==> src/rtl/mem_arb_pkg.sv <==
// Shared definitions for the memory port arbiter.
//   WORD_W   : data/address word width
//   GRANT_IF : grant encoding for the instruction-fetch port
//   GRANT_DM : grant encoding for the data port
//   state_t  : arbiter FSM states
package mem_arb_pkg;

    localparam int unsigned WORD_W = 32;

    localparam logic GRANT_IF = 1'b0;
    localparam logic GRANT_DM = 1'b1;

    typedef enum logic [1:0] {
        IDLE = 2'd0,
        BUSY = 2'd1,
        RESP = 2'd2
    } state_t;

endpackage

==> src/rtl/mem_port_arbiter_if.sv <==
// Bus bundle between the fetch port, the data port and the memory.
//   if_*        : instruction-fetch request/response
//   dm_*        : data request/response
//   mem_*       : memory-side transaction
//   addr_sel    : registered grant (1 = data port, 0 = fetch port)
//   timeout_err : sticky abort flag
// Modports: master = arbiter side, slave = requesters/memory side.
interface mem_port_arbiter_if;
    import mem_arb_pkg::*;

    logic              if_req;
    logic [WORD_W-1:0] if_addr;
    logic              if_ack;
    logic [WORD_W-1:0] if_rdata;

    logic              dm_req;
    logic              dm_we;
    logic [WORD_W-1:0] dm_addr;
    logic [WORD_W-1:0] dm_wdata;
    logic              dm_ack;
    logic [WORD_W-1:0] dm_rdata;

    logic              mem_valid;
    logic              mem_we;
    logic [WORD_W-1:0] mem_addr;
    logic [WORD_W-1:0] mem_wdata;
    logic              mem_ready;
    logic [WORD_W-1:0] mem_rdata;

    logic              addr_sel;
    logic              timeout_err;

    modport master (
        input  if_req, if_addr, dm_req, dm_we, dm_addr, dm_wdata,
        input  mem_ready, mem_rdata,
        output if_ack, if_rdata, dm_ack, dm_rdata,
        output mem_valid, mem_we, mem_addr, mem_wdata,
        output addr_sel, timeout_err
    );

    modport slave (
        output if_req, if_addr, dm_req, dm_we, dm_addr, dm_wdata,
        output mem_ready, mem_rdata,
        input  if_ack, if_rdata, dm_ack, dm_rdata,
        input  mem_valid, mem_we, mem_addr, mem_wdata,
        input  addr_sel, timeout_err
    );

endinterface

==> src/rtl/mem_port_arbiter_mux.sv <==
// 32-bit 2:1 multiplexer.
//   op1    : selected when sel = 1
//   op2    : selected when sel = 0
//   sel    : select
//   result : selected operand
module mem_port_arbiter_mux
    import mem_arb_pkg::*;
(
    input  logic [WORD_W-1:0] op1,
    input  logic [WORD_W-1:0] op2,
    input  logic              sel,
    output logic [WORD_W-1:0] result
);

    assign result = sel ? op1 : op2;

endmodule

==> src/rtl/mem_port_arbiter.sv <==
// Arbitrates a fetch port and a data port onto a single memory port.
// One transaction at a time: IDLE grants and captures, BUSY waits for
// mem_ready (or times out after MAX_WAIT cycles), RESP pulses the ack.
//   clk   : rising-edge clock
//   rst_n : asynchronous active-low reset
//   bus   : requester/memory bundle (master modport)
// Parameters:
//   DATA_PRIORITY : 1 = data port wins ties, 0 = round-robin on ties
//   MAX_WAIT      : BUSY cycles without mem_ready before abort (1..255)
module mem_port_arbiter
    import mem_arb_pkg::*;
#(
    parameter int DATA_PRIORITY = 1,
    parameter int MAX_WAIT      = 15
) (
    input  logic               clk,
    input  logic               rst_n,
    mem_port_arbiter_if.master bus
);

    // Last BUSY cycle index that may still end without mem_ready.
    localparam logic [7:0] WAIT_LAST = 8'(MAX_WAIT - 1);

    state_t            state;
    logic [7:0]        wait_cnt;
    logic              last_grant;
    logic              grant;
    logic              we_q;
    logic              timeout_q;
    logic [WORD_W-1:0] addr_q;
    logic [WORD_W-1:0] wdata_q;
    logic [WORD_W-1:0] if_rdata_q;
    logic [WORD_W-1:0] dm_rdata_q;

    logic              next_grant;
    logic [WORD_W-1:0] next_addr;

    // Grant choice, only consumed in IDLE.
    always_comb begin
        next_grant = GRANT_IF;
        if (bus.if_req && bus.dm_req) begin
            if (DATA_PRIORITY != 0) begin
                next_grant = GRANT_DM;
            end else begin
                next_grant = ~last_grant;
            end
        end else if (bus.dm_req) begin
            next_grant = GRANT_DM;
        end
    end

    mem_port_arbiter_mux u_addr_mux (
        .op1    (bus.dm_addr),
        .op2    (bus.if_addr),
        .sel    (next_grant),
        .result (next_addr)
    );

    always_ff @(posedge clk or negedge rst_n) begin
        if (!rst_n) begin
            state      <= IDLE;
            wait_cnt   <= '0;
            last_grant <= GRANT_DM;
            grant      <= GRANT_IF;
            we_q       <= 1'b0;
            timeout_q  <= 1'b0;
            addr_q     <= '0;
            wdata_q    <= '0;
            if_rdata_q <= '0;
            dm_rdata_q <= '0;
        end else begin
            case (state)
                IDLE: begin
                    if (bus.if_req || bus.dm_req) begin
                        grant      <= next_grant;
                        last_grant <= next_grant;
                        addr_q     <= next_addr;
                        // A fetch never writes; wdata only tracks the data port.
                        we_q       <= (next_grant == GRANT_DM) && bus.dm_we;
                        if (next_grant == GRANT_DM) begin
                            wdata_q <= bus.dm_wdata;
                        end
                        state      <= BUSY;
                    end
                end
                BUSY: begin
                    if (bus.mem_ready) begin
                        if (grant == GRANT_DM) begin
                            dm_rdata_q <= bus.mem_rdata;
                        end else begin
                            if_rdata_q <= bus.mem_rdata;
                        end
                        state <= RESP;
                    end else if (wait_cnt == WAIT_LAST) begin
                        if (grant == GRANT_DM) begin
                            dm_rdata_q <= '0;
                        end else begin
                            if_rdata_q <= '0;
                        end
                        timeout_q <= 1'b1;
                        state     <= RESP;
                    end else begin
                        wait_cnt <= wait_cnt + 8'd1;
                    end
                end
                RESP: begin
                    wait_cnt <= '0;
                    state    <= IDLE;
                end
                default: begin
                    state <= IDLE;
                end
            endcase
        end
    end

    assign bus.mem_valid   = (state == BUSY);
    assign bus.mem_we      = (state == BUSY) && we_q;
    assign bus.mem_addr    = addr_q;
    assign bus.mem_wdata   = wdata_q;
    assign bus.addr_sel    = grant;
    assign bus.timeout_err = timeout_q;
    assign bus.if_ack      = (state == RESP) && (grant == GRANT_IF);
    assign bus.dm_ack      = (state == RESP) && (grant == GRANT_DM);
    assign bus.if_rdata    = if_rdata_q;
    assign bus.dm_rdata    = dm_rdata_q;

endmodule

==> src/flat_wrapper.sv <==
// flat-port wrapper written by rule: the top's interface ports become plain ports
module mem_port_arbiter_flat import mem_arb_pkg::*;
#(
    parameter int DATA_PRIORITY = 1,
    parameter int MAX_WAIT      = 15
)
  (clk, rst_n, bus_if_req, bus_if_addr, bus_dm_req, bus_dm_we, bus_dm_addr, bus_dm_wdata, bus_mem_ready, bus_mem_rdata, bus_if_ack, bus_if_rdata, bus_dm_ack, bus_dm_rdata, bus_mem_valid, bus_mem_we, bus_mem_addr, bus_mem_wdata, bus_addr_sel, bus_timeout_err);
  mem_port_arbiter_if bus_i ();
  input  logic clk;
  input  logic rst_n;
  input wire logic [$bits(bus_i.if_req)-1:0] bus_if_req;
  input wire logic [$bits(bus_i.if_addr)-1:0] bus_if_addr;
  input wire logic [$bits(bus_i.dm_req)-1:0] bus_dm_req;
  input wire logic [$bits(bus_i.dm_we)-1:0] bus_dm_we;
  input wire logic [$bits(bus_i.dm_addr)-1:0] bus_dm_addr;
  input wire logic [$bits(bus_i.dm_wdata)-1:0] bus_dm_wdata;
  input wire logic [$bits(bus_i.mem_ready)-1:0] bus_mem_ready;
  input wire logic [$bits(bus_i.mem_rdata)-1:0] bus_mem_rdata;
  output wire logic [$bits(bus_i.if_ack)-1:0] bus_if_ack;
  output wire logic [$bits(bus_i.if_rdata)-1:0] bus_if_rdata;
  output wire logic [$bits(bus_i.dm_ack)-1:0] bus_dm_ack;
  output wire logic [$bits(bus_i.dm_rdata)-1:0] bus_dm_rdata;
  output wire logic [$bits(bus_i.mem_valid)-1:0] bus_mem_valid;
  output wire logic [$bits(bus_i.mem_we)-1:0] bus_mem_we;
  output wire logic [$bits(bus_i.mem_addr)-1:0] bus_mem_addr;
  output wire logic [$bits(bus_i.mem_wdata)-1:0] bus_mem_wdata;
  output wire logic [$bits(bus_i.addr_sel)-1:0] bus_addr_sel;
  output wire logic [$bits(bus_i.timeout_err)-1:0] bus_timeout_err;
  assign bus_i.if_req = bus_if_req;
  assign bus_i.if_addr = bus_if_addr;
  assign bus_i.dm_req = bus_dm_req;
  assign bus_i.dm_we = bus_dm_we;
  assign bus_i.dm_addr = bus_dm_addr;
  assign bus_i.dm_wdata = bus_dm_wdata;
  assign bus_i.mem_ready = bus_mem_ready;
  assign bus_i.mem_rdata = bus_mem_rdata;
  assign bus_if_ack = bus_i.if_ack;
  assign bus_if_rdata = bus_i.if_rdata;
  assign bus_dm_ack = bus_i.dm_ack;
  assign bus_dm_rdata = bus_i.dm_rdata;
  assign bus_mem_valid = bus_i.mem_valid;
  assign bus_mem_we = bus_i.mem_we;
  assign bus_mem_addr = bus_i.mem_addr;
  assign bus_mem_wdata = bus_i.mem_wdata;
  assign bus_addr_sel = bus_i.addr_sel;
  assign bus_timeout_err = bus_i.timeout_err;
  mem_port_arbiter #(.DATA_PRIORITY(DATA_PRIORITY), .MAX_WAIT(MAX_WAIT)) u_core (.clk(clk), .rst_n(rst_n), .bus(bus_i));
endmodule
==> config.mk <==
export PLATFORM = sky130hd
export DESIGN_NAME = mem_port_arbiter_flat
export DESIGN_NICKNAME = d
export VERILOG_FILES = /design/src/rtl/mem_arb_pkg.sv /design/src/rtl/mem_port_arbiter_if.sv /design/src/rtl/mem_port_arbiter_mux.sv /design/src/rtl/mem_port_arbiter.sv /design/src/flat_wrapper.sv
export SDC_FILE = /design/constraint.sdc
export NUM_CORES = 1
export LEC_CHECK = 0
export CORE_MARGIN = 8
export CORE_UTILIZATION = 30
export DETAILED_ROUTE_END_ITERATION = 8
export GPL_TIMING_DRIVEN = 0
export PLACE_DENSITY = 0.66
export SYNTH_ARGS = -nofsm -noshare
export SYNTH_HDL_FRONTEND = slang
export SYNTH_SLANG_ARGS = --single-unit
export TNS_END_PERCENT = 20
==> constraint.sdc <==
create_clock -name clk -period 5.1 [get_ports clk]
set_clock_uncertainty 0.05 [all_clocks]
set_input_delay 1.02 -clock clk [delete_from_list [all_inputs] [get_ports clk]]
set_output_delay 1.02 -clock clk [all_outputs]
set_load 0.02 [all_outputs]
==> summary.txt <==
Setup path
  – FF-to-FF Start: u_core.wait_cnt[0]$_DFFE_PN0P_
  – Critical path class: register to output pin
  – R2R cell count: 7
  – R2r endpoint: u_core.bus.if_rdata[7]$_DFFE_PN0P_
  – Critical-path maximum fanout: 10
  – Crit path from: u_core.state[0]$_DFFE_PN0P_
  – Worst setup endpoint: bus_dm_ack
  – Critical path startpoint category: register
  – CP endpoint kind: output pin
  – Critical path arrival: 2.22 ns
  – Worst R2R Setup Slack: 2.93 ns
  – Worst EP required: 4.03 ns

STA
  – Slew HR: 51.15%
  – Final hold violation count: 0
  – Setup_tns: 0 ns
  – Fmax: 0.3036 GHz
  – RSZ-0062 raised after global routing: no
  – Fin Hold WS: 0.4259 ns
  – Crit path time final: 3.294 ns
  – Worst Max-Slew Pin Slew: 0.7327 ns
  – Final setup viols: 0
  – Final number of max-transition violations: 0
  – Fin crit share: 64.59%

Placement
  – PortBufs: 266
  – Dpl cells: 994
  – Detailed placement HPWL: 13600 um
  – Gpl congestion: 0.7591

Power
  – P per Cell Area: 641.9 nW/um^2
  – P_leak: 4.204 nW
  – VDD IR max: 0.2819 mV
  – Tot Pwr: 6.274 mW

Synth
  – Seq/Total Area, Yosys: 57.83%
  – Syn nets: 596
  – Yosys warns: 0
  – Netlist cell types: 38
  – Mean Syn Cell Area: 13.35 sq um
  – Synth Register Bits: 141
  – Mapped Cells: 457
  – Syn Std Cell Area: 6101 sq um

CTS
  – Post-CTS Setup Bufs: 0
  – Worst skew pair latency: 0.41 ns
  – Clk buf depth: 2
  – Hold-fix buffers, CTS: 0
  – CTS tree: done
  – # resized after CTS: 0
  – Clock transition at the registers of the reported paths: 0.06 ns
  – CTS Root Cell: clkbuf_16
  – Cts bufs inserted: 17
  – Sink Count: 141
  – H-tree lvl count: 4

Floorplanning
  – Die width: 158.6 um
  – Ports: 268
  – Core Area: 20100 sq um
  – Chip Height: 158.6 um
  – Initial Util: 30.35%
  – Die area: 25160 sq um
  – Rows: 52

Detailed routing
  – Post-route ant nets: 0
  – Iter 0 DRT Violations: 207
  – Drt wl/cell: 17.54 um
  – DR vias: 4530
  – # DRC: 0
  – Vias per cell: 4.420
  – Post-Route WL: 17980 um
  – DRT Pass-1 Iters: 4

Global routing
  – Largest net degree at the start of global routing: 76
  – Grt ovf: 0
  – Gr usage total: 14.65%
  – First-pass GRT wire length: 28200 um
  – Initial antenna violation count: 1
  – Vias in the first global route: 5024

Cells and area
  – Most frequent cells in the layout: clkdlybuf4s50_1, dfrtp_1, mux2_2
  – Layout cell share with drive strength beyond 1: 18.94%
  – Fillers: 1805
  – Commonest non-fill, non-tap cell in the layout: clkdlybuf4s50_1
  – Non-filler cells, final: 1025
  – Multi-input gate area: 2415 sq um
  – Synthesis-to-finish area growth: 60.19%
  – Seq. cell area: 3528 sq um
  – Nets: 882
  – Diodes inserted: 0

Job
  – MaxCap Viol Count: 0

Min path
  – Hold/Removal Path Class: register to register
  – Hold Path Depth: 2

Run status
  – Status: complete, no violations
stage by stage:
step | setup slack (ns) | utilization (%) | cell area, sq um
6_report | 1.806 | 48.61 | 9773
5_1_grt | 1.637 | 48.61 | 9773
4_1_cts | 1.761 | 48.61 | 9773
3_5_place_dp | 2.019 | 45.41 | 9130
3_3_place_gp | -3.059 | 45.27 | 9101
2_1_floorplan | 2.814 | - | 6101
kinds of logic (layout without fill, tap and decap cells):
logic type	count (synthesis)	in the layout	share of synthesized area, %
AO/OA/AOI/OAI	58	58	5.394
adder cells (fa/ha/maj)	5	5	1.025
flip-flops	141	141	57.83
buffers and inverters	31	329	2.584
multiplexers	128	128	24.82
AND/OR/NAND/NOR	94	94	8.347
Yosys cell counts (all sizes together):
library cell  number  area [sq um]
a31oi              2         12.51
o21ai             43         215.2
or2                1         6.260
nand3              3         15.01
ha                 5         62.56
a221o              2         20.02
a21oi              3         18.77
o31ai              5         37.54
o21a               1         7.510
buf               17         105.1
mux2i             32         320.3
dfrtp            141          3528
nand4              1         6.260
nor2b              2         12.51
inv                4         15.01
o21bai             1         7.510
and2              34         212.7
nor3b              2         26.28
nand2b             2         12.51
nand2             40         150.1
nor4               1         6.260
and4b              1         13.76
mux2              96          1194
nor4b              1         8.760
nor2               3         13.77
and3               1         6.260
a32o               1         10.01
and4               1         8.760
clkbuf            10         37.54
nor3               1         10.01
routing by layer:
metal / track usage [%] / vias to the layer above / wire length [um]
met5: 0 / - / 9
met4: 4.041 / 2 / 241
met3: 7.818 / 15 / 2231
met2: 22.93 / 199 / 8258
met1: 17.16 / 2149 / 7242
li1: - / 2165 / -
state kept, by name, indices dropped and copies added (netlist names):
register and count:
u_core.bus.dm_rdata 32, u_core.wait_cnt 8, u_core.bus.timeout_err 1, u_core.bus.if_rdata 32
u_core.we_q 1, u_core.bus.mem_addr 32, u_core.bus.addr_sel 1, u_core.bus.mem_wdata 32
u_core.state 2
report_power, final:
part	switching (mW)	internal, mW
combinational	1.45	1.51
sequential	0.303	1.65
clock	0.495	0.871
final cells by class:
type                            count  area share (%)
Sequential cell                   141           36.10
Timing Repair Buffer              267           27.54
Multi-Input combinational cell    285           24.71
Clock buffer                       18           4.391
Tap cell                          270           3.457
Clock inverter                     13           2.189
Buffer                             27           1.459
Inverter                            4          0.1536
critical path, cell delays in order (launching register included):
cell	delay (ns)
dfrtp_1	0.39
inv_1	0.09
ha_1	0.16
clkbuf_1	0.37
and2_1	0.20
clkdlybuf4s50_1	0.60
worst min-delay path by stage:
stage                                                   start                                   to  slack [ns]
after floorplan                       u_core.we_q$_DFFE_PN0P_              u_core.we_q$_DFFE_PN0P_        0.41
after global placement    u_core.bus.mem_addr[17]$_DFFE_PN0P_  u_core.bus.mem_addr[17]$_DFFE_PN0P_        0.41
after detailed placement   u_core.bus.mem_addr[0]$_DFFE_PN0P_   u_core.bus.mem_addr[0]$_DFFE_PN0P_        0.42
after CTS                  u_core.bus.mem_addr[0]$_DFFE_PN0P_   u_core.bus.mem_addr[0]$_DFFE_PN0P_        0.43
after global routing      u_core.bus.mem_addr[27]$_DFFE_PN0P_  u_core.bus.mem_addr[27]$_DFFE_PN0P_        0.45
final                      u_core.bus.mem_addr[0]$_DFFE_PN0P_   u_core.bus.mem_addr[0]$_DFFE_PN0P_        0.43
Note: power is estimated with default switching activity, not from simulation.
